## src/rtl/clcd_pkg.sv

```systemverilog
// Shared definitions for the HD44780 / PCF8574 character writer.
// Holds the PCF8574 frame bit positions, the init command constants, the DDRAM
// row-base table and the top-level state enum.
// Optional build macro: CLCD_AUTO_WRAP_EN adds the S_WRAP state.
package clcd_pkg;

  // PCF8574 low-nibble bit positions; D7..D4 occupy bits 7..4
  localparam int unsigned BIT_BL = 3;
  localparam int unsigned BIT_E  = 2;
  localparam int unsigned BIT_RW = 1;
  localparam int unsigned BIT_RS = 0;

  // Power-on nibbles: three 8-bit wake-ups, then the switch to 4-bit mode
  localparam logic [3:0] INIT_WAKE_NIB  = 4'h3;
  localparam logic [3:0] INIT_4BIT_NIB  = 4'h2;
  localparam int unsigned INIT_NIB_CNT  = 4;
  localparam int unsigned INIT_STEPS    = 12;  // 4 lone nibbles + 4 bytes * 2

  localparam logic [7:0] CMD_FUNCTION_SET = 8'h28;
  localparam logic [7:0] CMD_DISPLAY_ON   = 8'h0C;
  localparam logic [7:0] CMD_CLEAR        = 8'h01;
  localparam logic [7:0] CMD_ENTRY_MODE   = 8'h06;
  localparam logic [7:0] CMD_HOME         = 8'h02;
  localparam logic [7:0] CMD_SET_DDRAM    = 8'h80;

  typedef enum logic [2:0] {
    S_PWR_WAIT,
    S_INIT,
    S_IDLE,
    S_XFER
`ifdef CLCD_AUTO_WRAP_EN
    , S_WRAP
`endif
  } state_t;

  // DDRAM address of column 0 for each row
  function automatic logic [7:0] row_base(input logic [1:0] row);
    case (row)
      2'd0:    return 8'h00;
      2'd1:    return 8'h40;
      2'd2:    return 8'h14;
      default: return 8'h54;
    endcase
  endfunction

  function automatic logic [7:0] init_byte(input logic [1:0] idx);
    case (idx)
      2'd0:    return CMD_FUNCTION_SET;
      2'd1:    return CMD_DISPLAY_ON;
      2'd2:    return CMD_CLEAR;
      default: return CMD_ENTRY_MODE;
    endcase
  endfunction

  // Nibble for init step 0..11; byte steps alternate high then low nibble
  function automatic logic [3:0] init_nibble(input logic [3:0] step);
    logic [7:0] b;
    if (step < 4'(INIT_NIB_CNT))
      return (step == 4'(INIT_NIB_CNT - 1)) ? INIT_4BIT_NIB : INIT_WAKE_NIB;
    b = init_byte(2'((step - 4'(INIT_NIB_CNT)) >> 1));
    return step[0] ? b[3:0] : b[7:4];
  endfunction

  function automatic logic [7:0] lcd_frame(input logic [3:0] nib, input logic bl,
                                           input logic e, input logic rs);
    logic [7:0] f;
    f         = '0;
    f[7:4]    = nib;
    f[BIT_BL] = bl;
    f[BIT_E]  = e;
    f[BIT_RW] = 1'b0;
    f[BIT_RS] = rs;
    return f;
  endfunction

endpackage

```

## src/rtl/clcd_nibble_sender.sv

```systemverilog
// Sends one nibble as two PCF8574 frames (E high, then E low) to the I2C master.
// Each frame is held valid until busy rises, then the sender waits for busy to
// fall and a further SETTLE_US before the next frame or done.
// Ports: clk, reset_p (async, active-high), start/nibble/rs request,
//        busy from the I2C master, frame/frame_valid to the master, done pulse.
module clcd_nibble_sender
  import clcd_pkg::*;
#(
  parameter int unsigned CLK_HZ    = 100_000_000,
  parameter int unsigned SETTLE_US = 1000,
  parameter logic        BACKLIGHT = 1'b1
) (
  input  logic       clk,
  input  logic       reset_p,
  input  logic       start,
  input  logic [3:0] nibble,
  input  logic       rs,
  input  logic       busy,
  output logic [7:0] frame,
  output logic       frame_valid,
  output logic       done
);

  localparam int unsigned CYC_PER_US = (CLK_HZ >= 1_000_000) ? CLK_HZ / 1_000_000 : 1;
  localparam int unsigned SETTLE_CYC = (SETTLE_US * CYC_PER_US > 0) ? SETTLE_US * CYC_PER_US : 1;
  localparam int unsigned CNT_W      = (SETTLE_CYC > 1) ? $clog2(SETTLE_CYC) : 1;

  typedef enum logic [1:0] {N_IDLE, N_FRAME, N_FALL, N_SETTLE} nstate_t;

  nstate_t          state_q, state_d;
  logic             busy_q;
  logic [3:0]       nib_q, nib_d;
  logic             rs_q, rs_d;
  logic             second_q, second_d;
  logic [CNT_W-1:0] cnt_q, cnt_d;
  logic [7:0]       frame_d;
  logic             frame_valid_d, done_d;
  logic             busy_rise_c, busy_fall_c;

  assign busy_rise_c = busy & ~busy_q;
  assign busy_fall_c = ~busy & busy_q;

  // State and registered outputs
  always_ff @(posedge clk or posedge reset_p) begin
    if (reset_p) begin
      state_q     <= N_IDLE;
      busy_q      <= 1'b0;
      nib_q       <= '0;
      rs_q        <= 1'b0;
      second_q    <= 1'b0;
      cnt_q       <= '0;
      frame       <= 8'h00;
      frame_valid <= 1'b0;
      done        <= 1'b0;
    end else begin
      state_q     <= state_d;
      busy_q      <= busy;
      nib_q       <= nib_d;
      rs_q        <= rs_d;
      second_q    <= second_d;
      cnt_q       <= cnt_d;
      frame       <= frame_d;
      frame_valid <= frame_valid_d;
      done        <= done_d;
    end
  end

  // Frame sequencing; settle is counted in clk cycles from the detected busy fall
  always_comb begin
    state_d       = state_q;
    nib_d         = nib_q;
    rs_d          = rs_q;
    second_d      = second_q;
    cnt_d         = cnt_q;
    frame_d       = frame;
    frame_valid_d = frame_valid;
    done_d        = 1'b0;
    case (state_q)
      N_IDLE: begin
        if (start) begin
          nib_d         = nibble;
          rs_d          = rs;
          second_d      = 1'b0;
          frame_d       = lcd_frame(nibble, BACKLIGHT, 1'b1, rs);
          frame_valid_d = 1'b1;
          state_d       = N_FRAME;
        end
      end
      N_FRAME: begin
        if (busy_rise_c) begin
          frame_valid_d = 1'b0;
          state_d       = N_FALL;
        end
      end
      N_FALL: begin
        if (busy_fall_c) begin
          cnt_d   = '0;
          state_d = N_SETTLE;
        end
      end
      N_SETTLE: begin
        if (cnt_q == CNT_W'(SETTLE_CYC - 1)) begin
          if (!second_q) begin
            second_d      = 1'b1;
            frame_d       = lcd_frame(nib_q, BACKLIGHT, 1'b0, rs_q);
            frame_valid_d = 1'b1;
            state_d       = N_FRAME;
          end else begin
            done_d  = 1'b1;
            state_d = N_IDLE;
          end
        end else begin
          cnt_d = cnt_q + CNT_W'(1);
        end
      end
      default: state_d = N_IDLE;
    endcase
  end

endmodule

```

## src/rtl/clcd_i2c_char_writer.sv

```systemverilog
// HD44780 character writer over a PCF8574 I2C backpack in 4-bit mode.
// Runs the power-on init, then accepts characters/commands over valid/ready,
// sends each as four frames and tracks the cursor position.
// Build macro: CLCD_AUTO_WRAP_EN re-addresses DDRAM on every line wrap.
// Ports: clk, reset_p (async, active-high); i_char/i_rs/i_valid/o_ready request
//        handshake; i_busy, o_addr, o_data, o_rw, o_valid to the I2C master;
//        o_init_done, o_col, o_row status.
module clcd_i2c_char_writer
  import clcd_pkg::*;
#(
  parameter int unsigned CLK_HZ       = 100_000_000,
  parameter logic [6:0]  I2C_ADDR     = 7'h27,
  parameter int unsigned INIT_WAIT_MS = 40,
  parameter int unsigned SETTLE_US    = 1000,
  parameter int unsigned COLS         = 16,
  parameter int unsigned ROWS         = 2,
  parameter int unsigned BACKLIGHT    = 1
) (
  input  logic                                       clk,
  input  logic                                       reset_p,
  input  logic [7:0]                                 i_char,
  input  logic                                       i_rs,
  input  logic                                       i_valid,
  output logic                                       o_ready,
  input  logic                                       i_busy,
  output logic [6:0]                                 o_addr,
  output logic [7:0]                                 o_data,
  output logic                                       o_rw,
  output logic                                       o_valid,
  output logic                                       o_init_done,
  output logic [((COLS > 1) ? $clog2(COLS) : 1)-1:0] o_col,
  output logic [((ROWS > 1) ? $clog2(ROWS) : 1)-1:0] o_row
);

  localparam int unsigned COL_W      = (COLS > 1) ? $clog2(COLS) : 1;
  localparam int unsigned ROW_W      = (ROWS > 1) ? $clog2(ROWS) : 1;
  localparam int unsigned CYC_PER_US = (CLK_HZ >= 1_000_000) ? CLK_HZ / 1_000_000 : 1;
  localparam int unsigned DIV_W      = (CYC_PER_US > 1) ? $clog2(CYC_PER_US) : 1;
  localparam int unsigned WAIT_TICKS = (INIT_WAIT_MS * 1000 > 0) ? INIT_WAIT_MS * 1000 : 1;
  localparam int unsigned WAIT_W     = (WAIT_TICKS > 1) ? $clog2(WAIT_TICKS) : 1;

  state_t            state_q, state_d;
  logic [DIV_W-1:0]  div_q;
  logic [WAIT_W-1:0] wait_q, wait_d;
  logic [3:0]        step_q, step_d;
  logic              launched_q, launched_d;
  logic [7:0]        char_q, char_d;
  logic              rs_q, rs_d;
  logic [COL_W-1:0]  col_d;
  logic [ROW_W-1:0]  row_d;
  logic              ready_d, init_done_d;
  logic              tick_c, start_c, sending_c, last_c, seq_done_c;
  logic [3:0]        nib_c;
  logic              nrs_c;
  logic              nib_done;
`ifdef CLCD_AUTO_WRAP_EN
  logic [7:0]        wrap_cmd_c;
`endif

  assign o_addr = I2C_ADDR;
  assign o_rw   = 1'b0;
  assign tick_c = (div_q == DIV_W'(CYC_PER_US - 1));

  // Free-running 1 us tick divider
  always_ff @(posedge clk or posedge reset_p) begin
    if (reset_p)     div_q <= '0;
    else if (tick_c) div_q <= '0;
    else             div_q <= div_q + DIV_W'(1);
  end

  clcd_nibble_sender #(
    .CLK_HZ   (CLK_HZ),
    .SETTLE_US(SETTLE_US),
    .BACKLIGHT(BACKLIGHT != 0)
  ) u_sender (
    .clk        (clk),
    .reset_p    (reset_p),
    .start      (start_c),
    .nibble     (nib_c),
    .rs         (nrs_c),
    .busy       (i_busy),
    .frame      (o_data),
    .frame_valid(o_valid),
    .done       (nib_done)
  );

  // Which nibble the current state sends, and whether it is the state's last
  always_comb begin
    nib_c     = '0;
    nrs_c     = 1'b0;
    last_c    = 1'b0;
    sending_c = 1'b0;
`ifdef CLCD_AUTO_WRAP_EN
    wrap_cmd_c = CMD_SET_DDRAM | row_base(2'(o_row));
`endif
    case (state_q)
      S_INIT: begin
        nib_c     = init_nibble(step_q);
        last_c    = (step_q == 4'(INIT_STEPS - 1));
        sending_c = 1'b1;
      end
      S_XFER: begin
        nib_c     = step_q[0] ? char_q[3:0] : char_q[7:4];
        nrs_c     = rs_q;
        last_c    = step_q[0];
        sending_c = 1'b1;
      end
`ifdef CLCD_AUTO_WRAP_EN
      S_WRAP: begin
        nib_c     = step_q[0] ? wrap_cmd_c[3:0] : wrap_cmd_c[7:4];
        last_c    = step_q[0];
        sending_c = 1'b1;
      end
`endif
      default: ;
    endcase
  end

  assign seq_done_c = sending_c & launched_q & nib_done & last_c;

  // State and registered outputs
  always_ff @(posedge clk or posedge reset_p) begin
    if (reset_p) begin
      state_q     <= S_PWR_WAIT;
      wait_q      <= '0;
      step_q      <= '0;
      launched_q  <= 1'b0;
      char_q      <= 8'h00;
      rs_q        <= 1'b0;
      o_col       <= '0;
      o_row       <= '0;
      o_ready     <= 1'b0;
      o_init_done <= 1'b0;
    end else begin
      state_q     <= state_d;
      wait_q      <= wait_d;
      step_q      <= step_d;
      launched_q  <= launched_d;
      char_q      <= char_d;
      rs_q        <= rs_d;
      o_col       <= col_d;
      o_row       <= row_d;
      o_ready     <= ready_d;
      o_init_done <= init_done_d;
    end
  end

  // Next state, nibble launching and cursor tracking
  always_comb begin
    state_d     = state_q;
    wait_d      = wait_q;
    step_d      = step_q;
    launched_d  = launched_q;
    char_d      = char_q;
    rs_d        = rs_q;
    col_d       = o_col;
    row_d       = o_row;
    ready_d     = o_ready;
    init_done_d = o_init_done;
    start_c     = 1'b0;

    // One nibble in flight at a time: launch, then advance on done
    if (sending_c) begin
      if (!launched_q) begin
        start_c    = 1'b1;
        launched_d = 1'b1;
      end else if (nib_done) begin
        launched_d = 1'b0;
        step_d     = step_q + 4'd1;
      end
    end

    case (state_q)
      S_PWR_WAIT: begin
        if (tick_c) begin
          if (wait_q == WAIT_W'(WAIT_TICKS - 1)) begin
            state_d    = S_INIT;
            step_d     = '0;
            launched_d = 1'b0;
          end else begin
            wait_d = wait_q + WAIT_W'(1);
          end
        end
      end
      S_INIT: begin
        if (seq_done_c) begin
          state_d     = S_IDLE;
          ready_d     = 1'b1;
          init_done_d = 1'b1;
        end
      end
      S_IDLE: begin
        if (i_valid && o_ready) begin
          char_d     = i_char;
          rs_d       = i_rs;
          ready_d    = 1'b0;
          step_d     = '0;
          launched_d = 1'b0;
          state_d    = S_XFER;
        end
      end
      S_XFER: begin
        if (seq_done_c) begin
          state_d = S_IDLE;
          ready_d = 1'b1;
          if (rs_q) begin
            if (o_col == COL_W'(COLS - 1)) begin
              col_d = '0;
              row_d = (o_row == ROW_W'(ROWS - 1)) ? '0 : o_row + ROW_W'(1);
`ifdef CLCD_AUTO_WRAP_EN
              state_d    = S_WRAP;
              ready_d    = 1'b0;
              step_d     = '0;
              launched_d = 1'b0;
`endif
            end else begin
              col_d = o_col + COL_W'(1);
            end
          end else if (char_q == CMD_CLEAR || char_q == CMD_HOME) begin
            col_d = '0;
            row_d = '0;
          end
        end
      end
`ifdef CLCD_AUTO_WRAP_EN
      S_WRAP: begin
        if (seq_done_c) begin
          state_d = S_IDLE;
          ready_d = 1'b1;
        end
      end
`endif
      default: state_d = S_PWR_WAIT;
    endcase
  end

endmodule

```

## config.mk

```make
export PLATFORM = sky130hd
export DESIGN_NAME = clcd_i2c_char_writer
export DESIGN_NICKNAME = d
export VERILOG_FILES = /design/src/rtl/clcd_pkg.sv /design/src/rtl/clcd_nibble_sender.sv /design/src/rtl/clcd_i2c_char_writer.sv
export SDC_FILE = /design/constraint.sdc
export NUM_CORES = 1
export LEC_CHECK = 0
export ABC_CLOCK_PERIOD_IN_PS = 7000
export BUFFER_PORTS_ARGS = -buffer_cell sky130_fd_sc_hd__buf_2
export CAP_MARGIN = 20
export CORE_MARGIN = 8
export CORE_UTILIZATION = 61
export CTS_BUF_LIST = sky130_fd_sc_hd__clkbuf_8
export CTS_CLUSTER_DIAMETER = 30
export CTS_CLUSTER_SIZE = 12
export DETAILED_ROUTE_END_ITERATION = 12
export GPL_TIMING_DRIVEN = 0
export PLACE_DENSITY = 0.8
export SYNTH_ARGS = -nofsm -noshare
export SYNTH_HDL_FRONTEND = slang
export SYNTH_HIERARCHICAL = 1
export SYNTH_SLANG_ARGS = --single-unit
```

## constraint.sdc

```tcl
create_clock -name clk -period 7 [get_ports clk]
set_input_delay 0.35 -clock clk [delete_from_list [all_inputs] [get_ports clk]]
set_output_delay 0.35 -clock clk [all_outputs]
set_load 0.02 [all_outputs]
```

Yosys cells after proc, flatten, opt, wreduce, memory -nomap -nowiden. Index checks and enable logic that the tools add are counted.

Flip-flop bits (word level): 83. Input bits: 13. Output and inout bits: 24. Word-level logic and storage cells: 155.

Add/subtract/negate cells: 7. $lt $le $gt $ge: 1. Equal/unequal tests: 27. Multiplexer cells: 68. Bitwise gates (word level): 8. Reductions and logical operators: 24.

Operators by type and width (number): two-way mux 4 bit (13); two-way mux 17 bit (2); case mux 17 bit (2 select lines) (1); two-way mux 1 bit (29); two-way mux 8 bit (3); case mux 6 bit (3 select lines) (1); adder 17 x 1 -> 17 bit, second input constant (1); == test 17 bit, second input constant (1); adder 16 x 1 -> 16 bit, second input constant (1); == test 16 bit, second input constant (1); case mux 4 bit (2 select lines) (2); case mux 8 bit (2 select lines) (1); AND reduction 4 bit (4); AND reduction 3 bit (5); two-way mux 3 bit (4); != test 2 bit, second input constant (6); != test 2 x 1 -> 1 bit, second input constant (5); case mux 3 bit (3 select lines) (1); adder 4 x 1 -> 4 bit, second input constant (2); == test 4 bit, second input constant (2); == test 8 x 1 -> 1 bit, second input constant (1); == test 8 x 2 -> 1 bit, second input constant (1); two-way mux 2 bit (4); case mux 1 bit (2 select lines) (4); 24 further kinds (40).

Depth between registers and ports, before layout. Gate-level depths: netlist (run 1).

Depth in word-level cells: 8. Mapped depth: 8. Depth with buffers taken out: 7.

Cells and area by module. Netlist (run 1), hierarchy kept.

By module, submodules not included: clcd_i2c_char_writer (instances 1, cells each 227, area each 2412.3 um^2, sequential area each 1151.1 um^2); clcd_nibble_sender (instances 1, cells each 206, area each 1908.1 um^2, sequential area each 875.8 um^2).

Worst setup path before layout (run 1). OpenSTA, ideal clock, no wires.

Path type: register -> register. Start: reg u_sender.cnt_q[0]. End: reg u_sender.frame[0]. Library setup time: 0.136 ns. Arrival: 2.046 ns. Required time: 6.864 ns. Setup slack: 4.818 ns. Stages on the path, launching flop included: 8. Buffers on the path: 1. Clock period less this slack: 2.182 ns. Cells stage by stage: dfrtp_1 ha_1 or4bb_1 nor4_4 nor3b_4 buf_6 mux2i_1 a21oi_1.

Longest elaborated chain between the ends: 3.

RTL lines: start, declared (line clcd_nibble_sender.sv:35) `logic [CNT_W-1:0] cnt_q, cnt_d;`; start signal, assigned (line clcd_nibble_sender.sv:61) `cnt_q <= cnt_d;`; == test 17 bit (line clcd_nibble_sender.sv:102) `if (cnt_q == CNT_W'(SETTLE_CYC - 1)) begin`; != test 2 x 1 -> 1 bit (no line); AND reduction 4 bit (no line); end signal, assigned (line clcd_nibble_sender.sv:62) `frame <= frame_d;`; end, declared (line clcd_nibble_sender.sv:19) `output logic [7:0] frame,`.

Every way passes these cells. A chain may end at the register's enable or synchronous reset.

Worst setup path after layout (run 1).
Start: reg u_sender.cnt_q[1]. End: reg u_sender.frame[5].

The elaborated chain is that of the path after synthesis.

==> results of run 1 <==
path summary, 6_finish.rpt:
path | end | cells past startpoint
min | u_sender/busy_q$_DFF_PP0_ | 1
max | u_sender/frame[5]$_DFFE_PP0P_ | 7
min in group asynchronous | wait_q[6]$_DFFE_PP0P_ | 3
max reg2reg | u_sender/frame[5]$_DFFE_PP0P_ | 7
max in group asynchronous | u_sender/frame[7]$_DFFE_PP0P_ | 4
min reg2reg | u_sender/frame[3]$_DFFE_PP0P_ | 1
registers in the layout, indices dropped and copies added (netlist names), 2 cells and up:
signal and count:
u_sender/frame 7, div_q 7, step_q 4, char_q 8, wait_q 16, o_col 4
u_sender/state_q 2, u_sender/cnt_q 17, u_sender/nib_q 4, state_q 2
cell families (layout without fill, tap and decap cells):
group | after synthesis | after routing | share of synthesized area
flip-flops | 81 | 81 | 0.469
buffers and inverters | 36 | 81 | 0.0431
XOR/XNOR | 22 | 22 | 0.0446
AND/OR/NAND/NOR | 178 | 178 | 0.233
adder cells (fa/ha/maj) | 10 | 10 | 0.0290
other | 3 | 9 | 0.00261
multiplexers | 28 | 28 | 0.0689
AO/OA/AOI/OAI | 75 | 75 | 0.109
through the flow:
stage | total power (uW) | util | worst slack, ns | cell area (um2) | hold WS [ns]
6_report | 1090 | 0.710 | 4.41 | 4850 | 0.139
4_1_cts | 1090 | 0.710 | 4.42 | 4850 | 0.128
5_1_grt | 1140 | 0.710 | 4.19 | 4850 | 0.125
2_1_floorplan | 688 | - | 4.82 | 4340 | 0.381
3_5_place_dp | 750 | 0.680 | 4.48 | 4650 | 0.330
3_3_place_gp | 737 | 0.673 | 4.55 | 4600 | 0.446
layer usage:
layer | track usage | share of wire | vias to the layer above
met5 | 0 | 0 | -
met4 | 0.0686 | 0.0075 | 0
met3 | 0.0408 | 0.043 | 6
met2 | 0.306 | 0.50 | 73
met1 | 0.233 | 0.45 | 1648
li1 | - | - | 1633
cells in the final DEF, fill, tap and decap left out, types with 6 or more instances in the layout:
master,n
mux2_2,14
conb_1,9
nor4_1,6
buf_4,9
clkbuf_8,11
buf_2,29
clkbuf_1,11
inv_1,12
xnor2_1,7
nand4_1,9
mux2i_1,14
xor2_1,15
a21oi_1,16
o21ai_0,24
nand2b_1,6
nor2_1,27
nor3_1,10
dfrtp_1,81
and3_1,9
nor2b_1,6
ha_1,10
nand3_1,19
nand2_1,49
synthesized netlist by cell type (5+ instances only):
library cell,count
nor3_1,10
nor4_1,6
and3_1,9
inv_1,12
nand2b_1,6
dfrtp_1,81
mux2_2,14
nand2_1,49
o21ai_0,24
a21o_1,5
nand3_1,19
nor2b_1,6
buf_4,9
o32ai_1,5
nand4_1,9
xnor2_1,7
a21oi_1,16
clkbuf_1,11
ha_1,10
a31oi_1,5
xor2_1,15
mux2i_1,14
nor2_1,27
report_power, final:
group | switching [uW] | internal, uW
Combinational | 151 | 80.9
Clock | 161 | 180
Sequential | 26.1 | 487
Total | 338 | 748
area by class of cell:
cell class | count | area, um2 | area share
Multi-Input combinational cell | 322 | 2130 | 0.439
Sequential cell | 81 | 2030 | 0.418
Timing Repair Buffer | 30 | 193 | 0.0397
Clock buffer | 11 | 151 | 0.0312
Buffer | 24 | 141 | 0.0291
Tap cell | 96 | 120 | 0.0248
Inverter | 12 | 45.0 | 0.00929
Clock inverter | 4 | 43.8 | 0.00903
worst max-delay path, cell delays in order, from the launching register on:
cell,delay (ns)
dfrtp_1,0.47
ha_1,0.31
or4bb_1,0.46
nor4_4,0.37
nor3b_4,0.34
buf_6,0.19
mux2i_1,0.22
a21oi_1,0.09
==> impl_results.md, run 1 <==
* Vias per Instance at 5.79
* Largest net degree at the start of global routing at 34
* Gpl congestion at 0.848
* Post-synth EDFFs at 0
* Worst-Margin Slew at 0.706 ns
* Critical Path RT at 7.21 ns
* Commonest register cell after synthesis: dfrtp_1
* Hpwl dp at 6.32 mm
* Period utilisation layout at 0.370
* Nets at 503
* Max Slew Vio Count at 0
* Post-synthesis cell type count at 61
* CP Launch Type: register
* Min Tclk post-route at 2.59 ns
* Yosys reg bits at 81
* Fillers at 527
* Final Setup Violations at 0
* Unrepaired setup endpoints after global routing: false
* TritonCTS Sinks at 81
* Cts bufs inserted at 9
* Vias in the first global route at 3,311
* CTS resizes at 0
* Min-Delay Path Class: input port to register
* Post-CTS setup buffers at 0
* Run status: finished clean
* Root Driver: clkbuf_8
* First-pass GRT wire length at 15.2 mm
* Core Rows at 30
* Clock Skew at 0.00935 ns
* Effective utilization at floorplan at 0.632
* Power density cells at 224 nW/um2
* CTS Hold Buffers Added at 1
* # IOs at 37
* Core ar. at 6830 um2
* Layout Area Growth over Synthesis at 12.3%
* DR DRC count at 0
* 1st-iter DRT viols at 189
* Total grt overflow at 0
* Async set or reset register ratio after synthesis at 1.00
* Syn_area_per_cell at 9.98 um2
* CTS H-tree depth at 3
* Synth Instances at 433
* Clk Latency, worst-skew pair at 0.34 ns
* Input/output buffers at 27
* Crit Path Class: register to register
* R2r startpoint: u_sender/cnt_q[1]$_DFFE_PP0P_
* Die H at 100 um
* Synth area leader: dfrtp_1
* First-pass DRT Iterations at 4
* Clock-pin transition on the worst setup and hold timing paths at 0.08 ns
* Yosys warning count at 6
* CTS tree: built
* R2R Setup Slk at 4.41 ns
* Yosys top cell area share at 0.469
* Worst-path fanout max at 10
* Ant diodes at 0
* Layout cell share with drive strength beyond 1 at 0.176
* Layout Cells excl Fill at 580
* Leak pwr at 0.00226 uW
* WL per Instance at 15.0 um
* Routed Antenna Nets at 0
* # Max-Cap Violations at 0
* Syn Std Cell Area at 4320 um2
* Die width at 100 um
* Worst slew margin at 0.529
* Final setup TNS at 0 ns
* Final hold violation count at 0
* GRT Total Usage at 0.186
* Register area share after synthesis at 0.469
* Placed insts at 564
* CP startpoint: u_sender/cnt_q[1]$_DFFE_PP0P_
* Ranking of synthesized cells by area: dfrtp_1 (47%), nand2_1 (4.3%), mux2_2 (3.6%)
* Via total after detailed routing at 3,360
* Hold Startpoint: i_busy
* Initial antenna violation count at 0
* Worst Path Arrival at 2.80 ns
* VDD IR max at 0.000129 V
* Crit end category: register
* Max Clk Rate at 386 MHz
* Die ar. at 10,000 um2
* Clock Tree Buf Depth at 2
* WL final at 8.70 mm
Note: power is estimated with default switching activity, not from simulation.
==> run 2: changes to the inputs <==
- ABC_CLOCK_PERIOD_IN_PS: 7000 -> 2100
- CORE_UTILIZATION: 61 -> 56
- PLACE_DENSITY: 0.8 -> 0.78
- clock period: 7 -> 2.1 ns (I/O delays scaled with it)
==> impl_results.md, run 2 (synthesis results as in run 1) <==
* Total grt overflow at 0 (unchanged)
* Min-Delay Path Class: input port to register (unchanged)
* Effective utilization at floorplan at 0.568 (was 0.632)
* Clock Skew at 0.0188 ns (was 0.00935 ns)
* Min Tclk post-route at 2.16 ns (was 2.59 ns)
* GRT Total Usage at 0.175 (was 0.186)
* Initial antenna violation count at 0 (unchanged)
* Layout Cells excl Fill at 607 (was 580)
* Worst Hold Path EP: char_q[1]$_DFFE_PP0P_ (was u_sender/busy_q$_DFF_PP0_)
* Power density cells at 760 nW/um2 (was 224 nW/um2)
* Place WS at -0.365 ns (was 4.48 ns)
* Largest net degree at the start of global routing at 39 (was 34)
* Gpl congestion at 0.807 (was 0.848)
* Commonest non-fill, non-tap cell in the layout: dfrtp_1 (unchanged)
* TritonCTS Sinks at 81 (unchanged)
* Clk Latency, worst-skew pair at 0.36 ns (was 0.34 ns)
* Leading registers by flop count: u_sender/cnt_q x17, wait_q x16, char_q x8 (unchanged)
* Ant diodes at 0 (unchanged)
* Crit Path Class: register to register (unchanged)
* Crit end category: register (unchanged)
* VDD IR max at 0.000485 V (was 0.000129 V)
* Via total after detailed routing at 3,451 (was 3,360)
* First-pass DRT Iterations at 6 (was 4)
* Largest register by flop count: u_sender/cnt_q (unchanged)
* Hold path depth at 2 (was 1)
* Nets at 523 (was 503)
* Cts bufs inserted at 9 (unchanged)
* Hold WS at 0.00278 ns (was 0.139 ns)
* Setup WS post-layout at -0.0631 ns (was 4.41 ns)
* Max Clk Rate at 462 MHz (was 386 MHz)
* CP Launch Type: register (unchanged)
* Hpwl dp at 6.28 mm (was 6.32 mm)
* Layout cell share with drive strength beyond 1 at 0.250 (was 0.176)
* Number of flip-flops in the largest register at 17 (unchanged)
* Final hold violation count at 0 (unchanged)
* Crit Reg-Reg Endpoint: u_sender/cnt_q[11]$_DFFE_PP0P_ (was u_sender/frame[5]$_DFFE_PP0P_)
* Worst R2R Path Depth at 8 (was 7)
* Final Setup Violations at 8 (was 0)
* Root Driver: clkbuf_8 (unchanged)
* 1st-iter DRT viols at 209 (was 189)
* CTS tree: built (unchanged)
* Worst Path Arrival at 2.43 ns (was 2.80 ns)
* Run status: complete, but fails checks (was finished clean)
* Vias per Instance at 5.69 (was 5.79)
* Input/output buffers at 27 (unchanged)
* Clock Tree Buf Depth at 2 (unchanged)
* Worst-path fanout max at 4 (was 10)
* First-pass GRT wire length at 15.9 mm (was 15.2 mm)
* Die width at 104 um (was 100 um)
* Violated checks: setup timing
* Finished layout cell area at 5230 um2 (was 4850 um2)
* Clock-pin transition on the worst setup and hold timing paths at 0.08 ns (about the same)
* Max Slew Vio Count at 0 (unchanged)
* Worst-Margin Slew at 0.695 ns (was 0.706 ns)
* # Max-Cap Violations at 0 (unchanged)
* Core Rows at 32 (was 30)
* Hold Startpoint: i_char[1] (was i_busy)
* Die H at 104 um (was 100 um)
* Worst slew margin at 0.536 (was 0.529)
* Leak pwr at 0.00241 uW (was 0.00226 uW)
* R2R Setup Slk at -0.06 ns (was 4.41 ns)
* Core ar. at 7610 um2 (was 6830 um2)
* Commonest non-fill, non-tap cells in the layout: dfrtp_1 (77), nand2_1 (47), buf_2 (29) (was dfrtp_1 (81), nand2_1 (49), buf_2 (29))
* Placed Instance Area at 4660 um2 (was 4650 um2)
* DR DRC count at 0 (unchanged)
* Vias in the first global route at 3,352 (was 3,311)
* # IOs at 37 (unchanged)
* Period utilisation layout at 1.03 (was 0.370)
* Unrepaired setup endpoints after global routing: true (was false)
* WL final at 9.52 mm (was 8.70 mm)
* Routed Antenna Nets at 0 (unchanged)
* Die ar. at 10,800 um2 (was 10,000 um2)
* Critical Path RT at 2.37 ns (was 7.21 ns)
* Fillers at 549 (was 527)
* Placed insts at 570 (was 564)
* R2r startpoint: u_sender/cnt_q[1]$_DFFE_PP0P_ (unchanged)
* CTS H-tree depth at 3 (unchanged)
* Layout Area Growth over Synthesis at 21.1% (was 12.3%)
* WL per Instance at 15.7 um (was 15.0 um)
[run 2: where the power goes]
group / switching [uW] / total [uW] / internal [uW]
sequential: 82.7 / 1710 / 1620
combinational: 616 / 1010 / 393
clock: 590 / 1260 / 672
total: 1290 / 3980 / 2690
[run 2: how the worst max path moves through the flow]
stage	startpoint	endpoint	slack [ns]	cells after the start
floorplan	u_sender/cnt_q[0]$_DFFE_PP0P_	u_sender/frame[0]$_DFFE_PP0P_	-0.07	7
global placement	u_sender/cnt_q[0]$_DFFE_PP0P_	u_sender/frame[4]$_DFFE_PP0P_	-0.33	7
detailed placement	u_sender/cnt_q[0]$_DFFE_PP0P_	u_sender/frame[0]$_DFFE_PP0P_	-0.37	7
CTS	u_sender/cnt_q[1]$_DFFE_PP0P_	u_sender/frame[5]$_DFFE_PP0P_	-0.06	7
global route	u_sender/cnt_q[11]$_DFFE_PP0P_	u_sender/cnt_q[5]$_DFFE_PP0P_	-0.18	8
finish	u_sender/cnt_q[1]$_DFFE_PP0P_	u_sender/cnt_q[11]$_DFFE_PP0P_	-0.06	8
[run 2: critical path: stages, from the launching register on]
cell,delay (ns)
dfrtp_1,0.42
ha_4,0.18
or4bb_4,0.21
nor4_4,0.04
buf_4,0.15
buf_6,0.11
a21o_1,0.23
or4b_2,0.64
o211ai_1,0.11
[run 2: cell type report]
| class | count | area, um2 | share of cell area |
|---|---|---|---|
| Timing Repair Buffer | 52 | 380 | 0.0727 |
| Buffer | 22 | 145 | 0.0277 |
| Inverter | 12 | 45.0 | 0.00861 |
| Tap cell | 102 | 128 | 0.0244 |
| Sequential cell | 81 | 2030 | 0.388 |
| Clock inverter | 7 | 93.8 | 0.0179 |
| Clock buffer | 9 | 124 | 0.0237 |
| Multi-Input combinational cell | 322 | 2290 | 0.437 |
[run 2: timing repair]
item,4_1_cts,5_1_grt
endpoints found under the setup margin,21,33
hold buffers,9,0
endpoints found under the hold margin,68,0
buffers inserted,9,4
gates cloned,1,1
gates resized for setup,12,33
pin swaps,8,12
[run 2: stage by stage]
stage | utilization | setup TNS [ns] | power (uW)
4_1_cts | 0.668 | -0.250 | 3830
2_1_floorplan | - | -0.293 | 2290
3_3_place_gp | 0.606 | -3.00 | 2460
6_report | 0.688 | -0.160 | 3980
3_5_place_dp | 0.612 | -3.77 | 2510
5_1_grt | 0.688 | -2.14 | 4190
[run 2: metal layers]
metal | wire [um] | vias to the layer above | track usage
met2 | 4660 | 84 | 0.293
met1 | 4260 | 1681 | 0.216
met3 | 436 | 14 | 0.0353
met4 | 161 | 0 | 0.0734
li1 | - | 1672 | -
met5 | 0 | - | 0
